`src/rtl/multibyte_sub_ctrl.sv`:
```
// -----------------------------------------------------------------------------
// multibyte_sub_ctrl
//
// Sequences a wide subtraction (op_a - op_b - borrow_in) through an external
// byte-wide subtractor, one byte per round trip, least significant byte first.
// The borrow out of each byte is chained into the next byte's request. When
// the top byte has been captured, ack pulses for one cycle. result/borrow_out
// then hold until the next request is accepted.
//
// Parameters
//   DATA_WIDTH  byte width (the ALU's byte width, default 8)
//   NUM_BYTES   operand width in bytes (2..16, default 4)
//
// Optional build macro
//   SUB_SATURATE_EN  when defined, a final borrow of 1 forces result to 0
//                    (unsigned saturation). borrow_out still reports 1.
//                    When undefined, result is the raw wrap-around difference.
//
// Ports
//   clk                single clock, rising-edge
//   rst_n              asynchronous active-low reset
//   req_i              operation request, sampled only while idle
//   op_a_i, op_b_i     minuend / subtrahend (NUM_BYTES*DATA_WIDTH)
//   borrow_in_i        initial borrow into byte 0
//   busy_o             high whenever an operation is in progress
//   ack_o              one-cycle pulse, result_o/borrow_out_o valid
//   result_o           op_a - op_b - borrow_in (no extension bit)
//   borrow_out_o       final borrow out of the top byte
//   byte_a_o, byte_b_o operand bytes to the byte subtractor
//   byte_borrow_in_o   chained borrow to the byte subtractor
//   start_o            one-cycle issue strobe to the byte subtractor
//   byte_diff_i        byte subtractor difference
//   byte_borrow_out_i  byte subtractor borrow out
//   done_i             byte subtractor response valid
// -----------------------------------------------------------------------------
module multibyte_sub_ctrl #(
    parameter int DATA_WIDTH = 8,
    parameter int NUM_BYTES  = 4
) (
    input  logic                            clk,
    input  logic                            rst_n,
    input  logic                            req_i,
    input  logic [NUM_BYTES*DATA_WIDTH-1:0] op_a_i,
    input  logic [NUM_BYTES*DATA_WIDTH-1:0] op_b_i,
    input  logic                            borrow_in_i,
    output logic                            busy_o,
    output logic                            ack_o,
    output logic [NUM_BYTES*DATA_WIDTH-1:0] result_o,
    output logic                            borrow_out_o,
    output logic [DATA_WIDTH-1:0]           byte_a_o,
    output logic [DATA_WIDTH-1:0]           byte_b_o,
    output logic                            byte_borrow_in_o,
    output logic                            start_o,
    input  logic [DATA_WIDTH-1:0]           byte_diff_i,
    input  logic                            byte_borrow_out_i,
    input  logic                            done_i
);

    localparam int OP_W  = NUM_BYTES * DATA_WIDTH;
    localparam int IDX_W = (NUM_BYTES > 1) ? $clog2(NUM_BYTES) : 1;
    localparam logic [IDX_W-1:0] LAST_IDX = IDX_W'(NUM_BYTES - 1);

    typedef enum logic [1:0] {
        S_IDLE,
        S_ISSUE,
        S_WAIT,
        S_FINISH
    } state_e;

    state_e           state_q,      state_d;
    logic [IDX_W-1:0] idx_q,        idx_d;
    logic [OP_W-1:0]  op_a_q,       op_a_d;
    logic [OP_W-1:0]  op_b_q,       op_b_d;
    logic             chain_q,      chain_d;
    logic [OP_W-1:0]  result_q,     result_d;
    logic             borrow_out_q, borrow_out_d;

    // NOTE: state registers use non-blocking assignments so every flop samples
    // the pre-edge value of every other flop, independent of statement order.
    always_ff @(posedge clk or negedge rst_n) begin
        if (!rst_n) begin
            state_q      <= S_IDLE;
            idx_q        <= '0;
            op_a_q       <= '0;
            op_b_q       <= '0;
            chain_q      <= 1'b0;
            result_q     <= '0;
            borrow_out_q <= 1'b0;
        end else begin
            state_q      <= state_d;
            idx_q        <= idx_d;
            op_a_q       <= op_a_d;
            op_b_q       <= op_b_d;
            chain_q      <= chain_d;
            result_q     <= result_d;
            borrow_out_q <= borrow_out_d;
        end
    end

    always_comb begin
        // NOTE: every signal gets a default first; any path that skipped an
        // assignment would otherwise infer a latch.
        state_d          = state_q;
        idx_d            = idx_q;
        op_a_d           = op_a_q;
        op_b_d           = op_b_q;
        chain_d          = chain_q;
        result_d         = result_q;
        borrow_out_d     = borrow_out_q;
        busy_o           = (state_q != S_IDLE);
        ack_o            = (state_q == S_FINISH);
        start_o          = (state_q == S_ISSUE);
        byte_a_o         = '0;
        byte_b_o         = '0;
        byte_borrow_in_o = 1'b0;

        // Operand byte and chained borrow are a function of registered state
        // only, so they stay stable from ISSUE through the capturing WAIT cycle.
        if (state_q == S_ISSUE || state_q == S_WAIT) begin
            byte_a_o         = op_a_q[idx_q*DATA_WIDTH +: DATA_WIDTH];
            byte_b_o         = op_b_q[idx_q*DATA_WIDTH +: DATA_WIDTH];
            byte_borrow_in_o = chain_q;
        end

        case (state_q)
            S_IDLE: begin
                if (req_i) begin
                    op_a_d       = op_a_i;
                    op_b_d       = op_b_i;
                    chain_d      = borrow_in_i;
                    result_d     = '0;
                    borrow_out_d = 1'b0;
                    idx_d        = '0;
                    state_d      = S_ISSUE;
                end
            end
            S_ISSUE: begin
                // A done seen here belongs to no request of ours; ignore it.
                state_d = S_WAIT;
            end
            S_WAIT: begin
                if (done_i) begin
                    result_d[idx_q*DATA_WIDTH +: DATA_WIDTH] = byte_diff_i;
                    chain_d = byte_borrow_out_i;
                    if (idx_q == LAST_IDX) begin
                        // Final borrow and (optional) saturation are resolved
                        // on entry to FINISH so they are visible with ack.
                        borrow_out_d = byte_borrow_out_i;
`ifdef SUB_SATURATE_EN
                        if (byte_borrow_out_i) begin
                            result_d = '0;
                        end
`endif
                        state_d = S_FINISH;
                    end else begin
                        idx_d   = idx_q + 1'b1;
                        state_d = S_ISSUE;
                    end
                end
            end
            S_FINISH: begin
                state_d = S_IDLE;
            end
            default: begin
                state_d = S_IDLE;
            end
        endcase
    end

    assign result_o     = result_q;
    assign borrow_out_o = borrow_out_q;

endmodule
```
`config.mk`:
```
export PLATFORM = sky130hd
export DESIGN_NAME = multibyte_sub_ctrl
export DESIGN_NICKNAME = d
export VERILOG_FILES = /design/src/rtl/multibyte_sub_ctrl.sv
export SDC_FILE = /design/constraint.sdc
export NUM_CORES = 1
export LEC_CHECK = 0
export BUFFER_PORTS_ARGS = -buffer_cell sky130_fd_sc_hd__buf_2
export CAP_MARGIN = 10
export CORE_MARGIN = 2
export CORE_UTILIZATION = 45
export DETAILED_ROUTE_END_ITERATION = 10
export PLACE_DENSITY = 0.7
export SETUP_SLACK_MARGIN = 0.5
export SYNTH_ARGS = -nofsm -noshare
export SYNTH_HDL_FRONTEND = slang
export SYNTH_SLANG_ARGS = --single-unit
```
`constraint.sdc`:
```
create_clock -name clk -period 4.2 [get_ports clk]
set_input_delay 0.84 -clock clk [delete_from_list [all_inputs] [get_ports clk]]
set_output_delay 0.84 -clock clk [all_outputs]
set_load 0.01 [all_outputs]
```
### Word-level counts from Yosys, hierarchy flattened

Cells that the tools add are included.
W data, S select, Z words.

* bits in registers: 102
* bits of input ports: 78
* output and inout bits: 53

* $add $sub $neg: 2
* equal/unequal tests: 8
* shift operators: 4
* mux-type cells: 22
* reductions and logical operators: 9

Operators by type and width (number)
* $mux W32: 2
* $pmux W32 S2: 1
* $shiftx A32 B6 Y8: 2
* $neg A5 Y34: 1
* $shift A8 B34 Y32 const A: 1
* $shiftx A8 B34 Y32: 1
* $bwmux W32: 1
* $mux W8: 2
* $mux W2: 6
* $pmux W2 S4: 1
* $reduce_and A4 Y1: 2
* $eq A2 B2 Y1 const B: 3
* $mux W1: 6
* $ne A2 B2 Y1 const B: 3
* $pmux W1 S2: 2
* $pmux W2 S2: 1
* $reduce_and A2 Y1: 2
* $reduce_bool A2 Y1: 2
* $reduce_and A3 Y1: 1
* $add A2 B1 Y2 const B: 1
* $eq A2 B1 Y1 const B: 1
* $logic_not A2 Y1: 1
* $ne A2 B1 Y1 const B: 1
* $logic_or A1 B1 Y1: 1

### Logic depth before layout (Yosys ltp)

Gate-level depths: netlist of run 1.

* depth after elaboration: 5
* mapped depth: 9

### Least setup slack after synthesis of run 1

No wires, ideal clock.

* kind: register to output
* start point: register idx_q[0]
* end point: output port byte_a_o[0]
* arrival time: 1.497 ns
* required time: 3.360 ns
* path slack: 1.863 ns
* cell stages (with the launch flop): 5
* buffers on the path: 2
* cells stage by stage: dfrtp_1 buf_2 buf_2 mux4_2 and2_1

* longest elaborated chain between the ends: 2

RTL lines
* from (decl): line 71 `logic [IDX_W-1:0] idx_q, idx_d;`
* from (signal assigned): line 91 `idx_q <= idx_d;`
* $shiftx A32 B6 Y8: line 120 `byte_a_o = op_a_q[idx_q*DATA_WIDTH +: DATA_WIDTH];`
* $mux W8: line 119 `if (state_q == S_ISSUE || state_q == S_WAIT) begin`
* to (decl): line 50 `output logic [DATA_WIDTH-1:0] byte_a_o,`

Every way passes these cells.

### Final worst setup path of run 1

* start point: register idx_q[0]
* end point: output port byte_b_o[2]

* longest elaborated chain between the ends: 2

RTL lines
* $shiftx A32 B6 Y8: line 121 `byte_b_o = op_b_q[idx_q*DATA_WIDTH +: DATA_WIDTH];`
* $mux W8: line 119
* to (decl): line 51 `output logic [DATA_WIDTH-1:0] byte_b_o,`

Every way passes these cells.

==> impl_metrics.ini, run 1 <==
[timing]
worstMarginPinSlew_ns = 0.9124
relSlewSlack_pct = 39.18
setup_viol = 0
rsz0062_at_grt = no
hold_viol_final = 0
period_needed_ns = 3.230
fin_crit_sh_pct = 76.89
max_clock_freq_ghz = 0.3096
whs_ns = 0.2905
drv_slew = 0
tns_ns = 0
skew_ns = 0.006092

[worst_setup_path]
worst_path_max_delay_cell = dfrtp_1
criticalPathCategory = flop to output pin
cp.buffers_inverters = 2
critPathLaunchType = flop
required_ns = 3.36
path_cells = buf_4 -> mux4_2 -> and2_1 -> buf_2
path_delay_family = flip-flops
crit_path_end_kind = output pin
critical_path.max_stage_delay_ns = 0.81
path_max_fanout = 16
worstPathArrival_ns = 2.39

[floorplan]
dieArea_um2 = 11700
coreArea_um2 = 10700
die_w_um = 108.2
dieHeight_um = 108.2
ioPinCount = 131
initial_core_util_pct = 45.65
row_count = 38

[cts]
clk-insertion-delay-late_ns = 0.36
htreeDepth = 3
root_buffer = clkbuf_8
postCtsHoldBufs = 0
cts_tree = done
clock-sinks = 102
postCtsSetupBuffers = 0
clk_pin_slew_ns = 0.09
cts_resized = 0
cts_buffers = 9
cts_max_path_buffers = 2

[global_route]
grt_overflow = 0
antenna_found_initial = 0
grt_start_max_net_pins = 51
grt_pass1_vias = 3502
grt_pass1_wl_um = 17730
track_usage_pct = 19.87

[finish]
nets = 580
multi_input_area_um2 = 2178
drive_above_1_share_pct = 52.11
num_antenna_cells = 0
seqCellArea_um2 = 2552
layout_common_cells = 129 x buf_2, 102 x dfrtp_1, 88 x mux2_2
fin_util_pct = 54.89
area_growth_pct = 20.24
final_common_cell = buf_2
nFillCells = 977

[logic_synthesis]
ys_ff_latch = 102
synth_xor_area_share_pct = 0
synth_edf_count = 0
synth_top_family_by_area = multiplexers
syn_area_per_cell_um2 = 13.20
muxShareOfSynthArea_pct = 30.18
syn_area_um2 = 4883
synth_adder_area_share_pct = 2.306
synth_flop_cell = dfrtp_1
syn_inst = 370
seq_area_frac_synth_pct = 52.27
ys_types = 28
synth-compound-area-share_pct = 2.665
yosys.area_share.simple_pct = 9.403
ys_warn_count = 0
syn_nets = 457
async_flop_share_pct = 100.0

[drt]
drtIter0Drc = 151
firstDrtPassIters = 4
wl_per_cell_um = 16.71
via_count = 3280
drc = 0
vias_per_cell = 5.149
ant_nets = 0
wl_um = 10640

[hold_path]
hp-class = input port to async pin

[flow_run]
maxCapViolCount = 0

[status]
outcome = complete, no violations

[power]
peakVddDrop_mv = 0.3522
power_w = 0.003993
power.density_nw_per_um2 = 680.1
p_leak_nw = 2.733

[placed_design]
portBuffers = 130
place_congestion = 0.7758
hpwlAfterDp_um = 7746
==> per-layer routing <==
layer | part of all wire [%] | wire, um | vias to the layer above | track usage [%]
met2 | 49 | 5180 | 105 | 31.94
met1 | 42 | 4481 | 1629 | 25.90
met5 | 0 | 0 | - | 0
met3 | 8.0 | 852 | 10 | 5.907
met4 | 1.2 | 128 | 0 | 6.593
li1 | - | - | 1536 | -
==> report_power, final <==
part | switching (W) | total [W] | leakage, nW | internal [W]
Sequential | 0.000236 | 0.00160 | 1.28 | 0.00136
Clock | 0.000319 | 0.000685 | 0.109 | 0.000366
Combinational | 0.000792 | 0.00171 | 1.35 | 0.000920
Total | 0.00135 | 0.00399 | 2.73 | 0.00265
==> path summary, 6_finish.rpt <==
check / start / end / slack (ns) / cells past startpoint
hold / removal: rst_n / op_b_q[10] / 0.29 / 1
min in group clk: result_o[9] / result_o[9] / 0.51 / 1
setup / recovery: idx_q[0] / byte_b_o[2] / 0.97 / 4
max in group asynchronous: rst_n / idx_q[0] / 3.05 / 2
setup reg to reg: idx_q[0] / result_o[17] / 1.37 / 6
hold reg to reg: result_o[9] / result_o[9] / 0.51 / 1
==> per-stage QoR <==
step | area, um^2 | setup WS (ns) | cells
final | 5872 | 0.9705 | 637
after global routing | 5872 | 0.7691 | 637
after CTS | 5872 | 0.8915 | 637
after detailed placement | 5649 | 1.292 | 622
after global placement | 5649 | 1.367 | 622
after floorplan | 4883 | 1.863 | 370
==> cell families after synthesis <==
kind of cell / count (synthesis)
multiplexers: 115
flip-flops: 102
AND/OR/NAND/NOR: 93
buffers and inverters: 37
AO/OA/AOI/OAI: 14
adder cells (fa/ha/maj): 9
==> flip-flops by register name, summed over array words and instances, names as in the netlist <==
| register | count |
|---|---|
| borrow_out_o | 1 |
| state_q | 2 |
| result_o | 32 |
| op_b_q | 32 |
| idx_q | 2 |
| chain_q | 1 |
| op_a_q | 32 |
==> cell type report <==
class,count,area share (%)
Clock buffer,12,2.642
Clock inverter,3,1.151
Inverter,14,0.8950
Multi-Input combinational cell,231,37.10
Sequential cell,102,43.47
Tap cell,140,2.983
Timing Repair Buffer,135,11.76
==> cells in the mapped netlist (2+ instances only) <==
library cell  instances  area share, %
a21oi_4               4            1.3
and2_1               17            2.2
buf_1                 4           0.31
buf_2                13            1.3
clkbuf_1              6           0.46
dfrtp_1             102             52
ha_1                  9            2.3
inv_1                14            1.1
mux2_2               88             20
mux2i_1              10            2.0
mux4_2               16            7.4
nand2_1              31            2.4
nand2b_1              4           0.51
nand3_1               8           0.82
nand3b_1              2           0.31
nor2_1                8           0.61
nor2b_1               3           0.38
nor3_1               18            1.8
o21ai_0               3           0.31
o22ai_1               2           0.26
==> worst register-to-register path, stage by stage, from the launching register on <==
cell,delay (ns)
dfrtp_1,0.81
buf_4,0.39
inv_1,0.13
ha_1,0.66
nand2b_1,0.33
nor3_1,0.28
mux2_2,0.18
Note: power is estimated with default switching activity, not from simulation.
==> run 2: changes to the inputs <==
ABC_AREA = 1   (was default)
clock period = 3.3 ns   (was 4.2 ns; I/O delays follow)
==> run 2 against run 1 <==
Largest cell class unchanged. Non-clock buffer count unchanged. Final cell count up 33%. Critical path type unchanged. Clock power up 31%. Global-route usage up 0.32 points. Count of clock-buffer cells in the layout down 1.
==> impl_metrics.ini, run 2 <==
[power]
power_w = 0.005127
power.density_nw_per_um2 = 860.6
p_leak_nw = 3.252
peakVddDrop_mv = 0.4329

[finish]
design_area_um2 = 5958
drive_above_1_share_pct = 23.02
nets = 790
multi_input_area_um2 = 2121
fin_util_pct = 55.21
nFillCells = 1021
area_growth_pct = 20.34
num_antenna_cells = 0
seqCellArea_um2 = 2554
layout_common_cells = 153 x nand2_1, 129 x buf_2, 116 x nor2_1
final_common_cell = nand2_1

[floorplan]
dieArea_um2 = 11860
initial_core_util_pct = 45.87
die_w_um = 108.9
coreArea_um2 = 10790
ioPinCount = 131
row_count = 38
dieHeight_um = 108.9

[placed_design]
pre_cts_ws_ns = 1.163
place_congestion = 0.9063
hpwlAfterDp_um = 8556
portBuffers = 130
place_area_um2 = 5725

[timing]
fin_ws_ns = 0.7659
relSlewSlack_pct = 58.20
max_clock_freq_ghz = 0.3946
tns_ns = 0
worstMarginPinSlew_ns = 0.6271
hold_viol_final = 0
period_needed_ns = 2.534
drv_slew = 0
rsz0062_at_grt = no
fin_crit_sh_pct = 76.79
skew_ns = 0.01139
setup_viol = 0

[cts]
root_buffer = clkbuf_8
cts_max_path_buffers = 2
postCtsHoldBufs = 0
htreeDepth = 3
clk_pin_slew_ns = 0.09
clock-sinks = 102
postCtsSetupBuffers = 0
cts_buffers = 9
clk-insertion-delay-late_ns = 0.37
cts_tree = done
cts_resized = 0

[global_route]
antenna_found_initial = 0
grt_start_max_net_pins = 61
track_usage_pct = 20.18
grt_pass1_vias = 4126
grt_overflow = 0
grt_pass1_wl_um = 18620

[logic_synthesis]
seq_area_frac_synth_pct = 51.55
synthTopCellsByCount = 154 x nand2_1, 116 x nor2_1, 102 x dfrtp_1, 47 x mux2_1, 42 x inv_1
synth.most_common_cell = nand2_1
syn_area_per_cell_um2 = 8.551
synth_flop_cell = dfrtp_1
synth_edf_count = 0
ys_warn_count = 0
async_flop_share_pct = 100.0
synth_adder_area_share_pct = 2.274
synth_top_family_by_area = simple AND/OR/NAND/NOR gates
syn_inst = 579
yosys-top-cells-area = dfrtp_1 52%, nand2_1 12%, mux2_1 11%
synth_top_cell_by_area = dfrtp_1
muxShareOfSynthArea_pct = 10.92
synth-compound-area-share_pct = 5.358
ys_types = 23
synth_xor_area_share_pct = 0
syn_nets = 666
syn_area_um2 = 4951
yosys.area_share.simple_pct = 24.13
ys_ff_latch = 102
synth_top_cell_area_share_pct = 51.55

[worst_setup_path]
reg2reg_depth = 8
reg2reg_from = idx_q[0]
critPathLaunch = state_q[0]
path_max_fanout = 16
r2r-end = result_o[22]
r2r_slack_ns = 1.17
endpoint = byte_b_o[6]
critPathLaunchType = flop
worstPathArrival_ns = 1.87
crit_path_end_kind = output pin
required_ns = 2.64
criticalPathCategory = flop to output pin

[hold_path]
hp-class = input port to async pin

[drt]
via_count = 4166
wl_um = 11240
ant_nets = 0
firstDrtPassIters = 5
wl_per_cell_um = 13.25
drc = 0
vias_per_cell = 4.913
drtIter0Drc = 204

[status]
outcome = complete, no violations

[flow_run]
maxCapViolCount = 0
[run 2: cell count changes after synthesis, moves of 14 or more]
| cell | change |
|---|---|
| and2_1 | -17 |
| mux2_1 | +47 |
| o21ai_0 | +14 |
| inv_1 | +28 |
| mux2_2 | -87 |
| nor2_1 | +108 |
| nand2_1 | +123 |
| nor3_1 | -18 |
| a21oi_1 | +32 |
| mux4_2 | -16 |
| nand3_1 | +14 |
[run 2: stage by stage]
stage / cells / hold slack, ns
6_report: 848 / 0.2757
5_1_grt: 848 / 0.3101
4_1_cts: 848 / 0.2843
3_5_place_dp: 832 / 0.4531
3_3_place_gp: 832 / 0.4529
2_1_floorplan: 579 / 0.3644
[run 2: how the worst min path moves through the flow]
stage | startpoint | to | slack [ns] | depth (start not counted)
after detailed placement | result_o[25] | result_o[25] | 0.45 | 2
final | rst_n | result_o[24] | 0.28 | 1
after floorplan | rst_n | borrow_out_o | 0.36 | 0
after global placement | result_o[27] | result_o[27] | 0.45 | 2
after CTS | rst_n | result_o[27] | 0.28 | 1
after global routing | rst_n | op_b_q[28] | 0.31 | 1
[run 2: where the power goes]
part           internal, W  switching, W  total, W  leakage (nW)
Sequential         0.00171      0.000220   0.00193          1.26
Clock             0.000469      0.000431  0.000900         0.116
Combinational     0.000851       0.00145   0.00230          1.88
Total              0.00303       0.00210   0.00513          3.25
[run 2: per-layer routing]
| layer | up-vias | global-route usage [%] | part of all wire [%] |
|---|---|---|---|
| met5 | - | 0 | 0 |
| met4 | 0 | 7.051 | 1.9 |
| met3 | 19 | 5.678 | 8.0 |
| met2 | 138 | 33.72 | 47 |
| met1 | 1951 | 25.07 | 43 |
| li1 | 2058 | - | - |
[run 2: area by class of cell]
type	count	area share (%)
timing repair buffer	135	11.80
clock inverter	5	1.365
clock buffer	11	2.541
inverter	46	2.898
multi-input combinational	409	35.59
tap	140	2.940
sequential	102	42.86
[run 2: cell families (layout without fill, tap and decap cells)]
kind of cell	count (synthesis)	in the layout
AO/OA/AOI/OAI	53	53
AND/OR/NAND/NOR	299	299
buffers and inverters	68	197
adder cells (fa/ha/maj)	9	9
multiplexers	48	48
flip-flops	102	102
[run 2: worst max-delay path, stage by stage (launching register included)]
cell and delay (ns):
dfrtp_1 0.40, inv_1 0.09, ha_1 0.34, inv_1 0.39
a21oi_1 0.12, buf_2 0.17
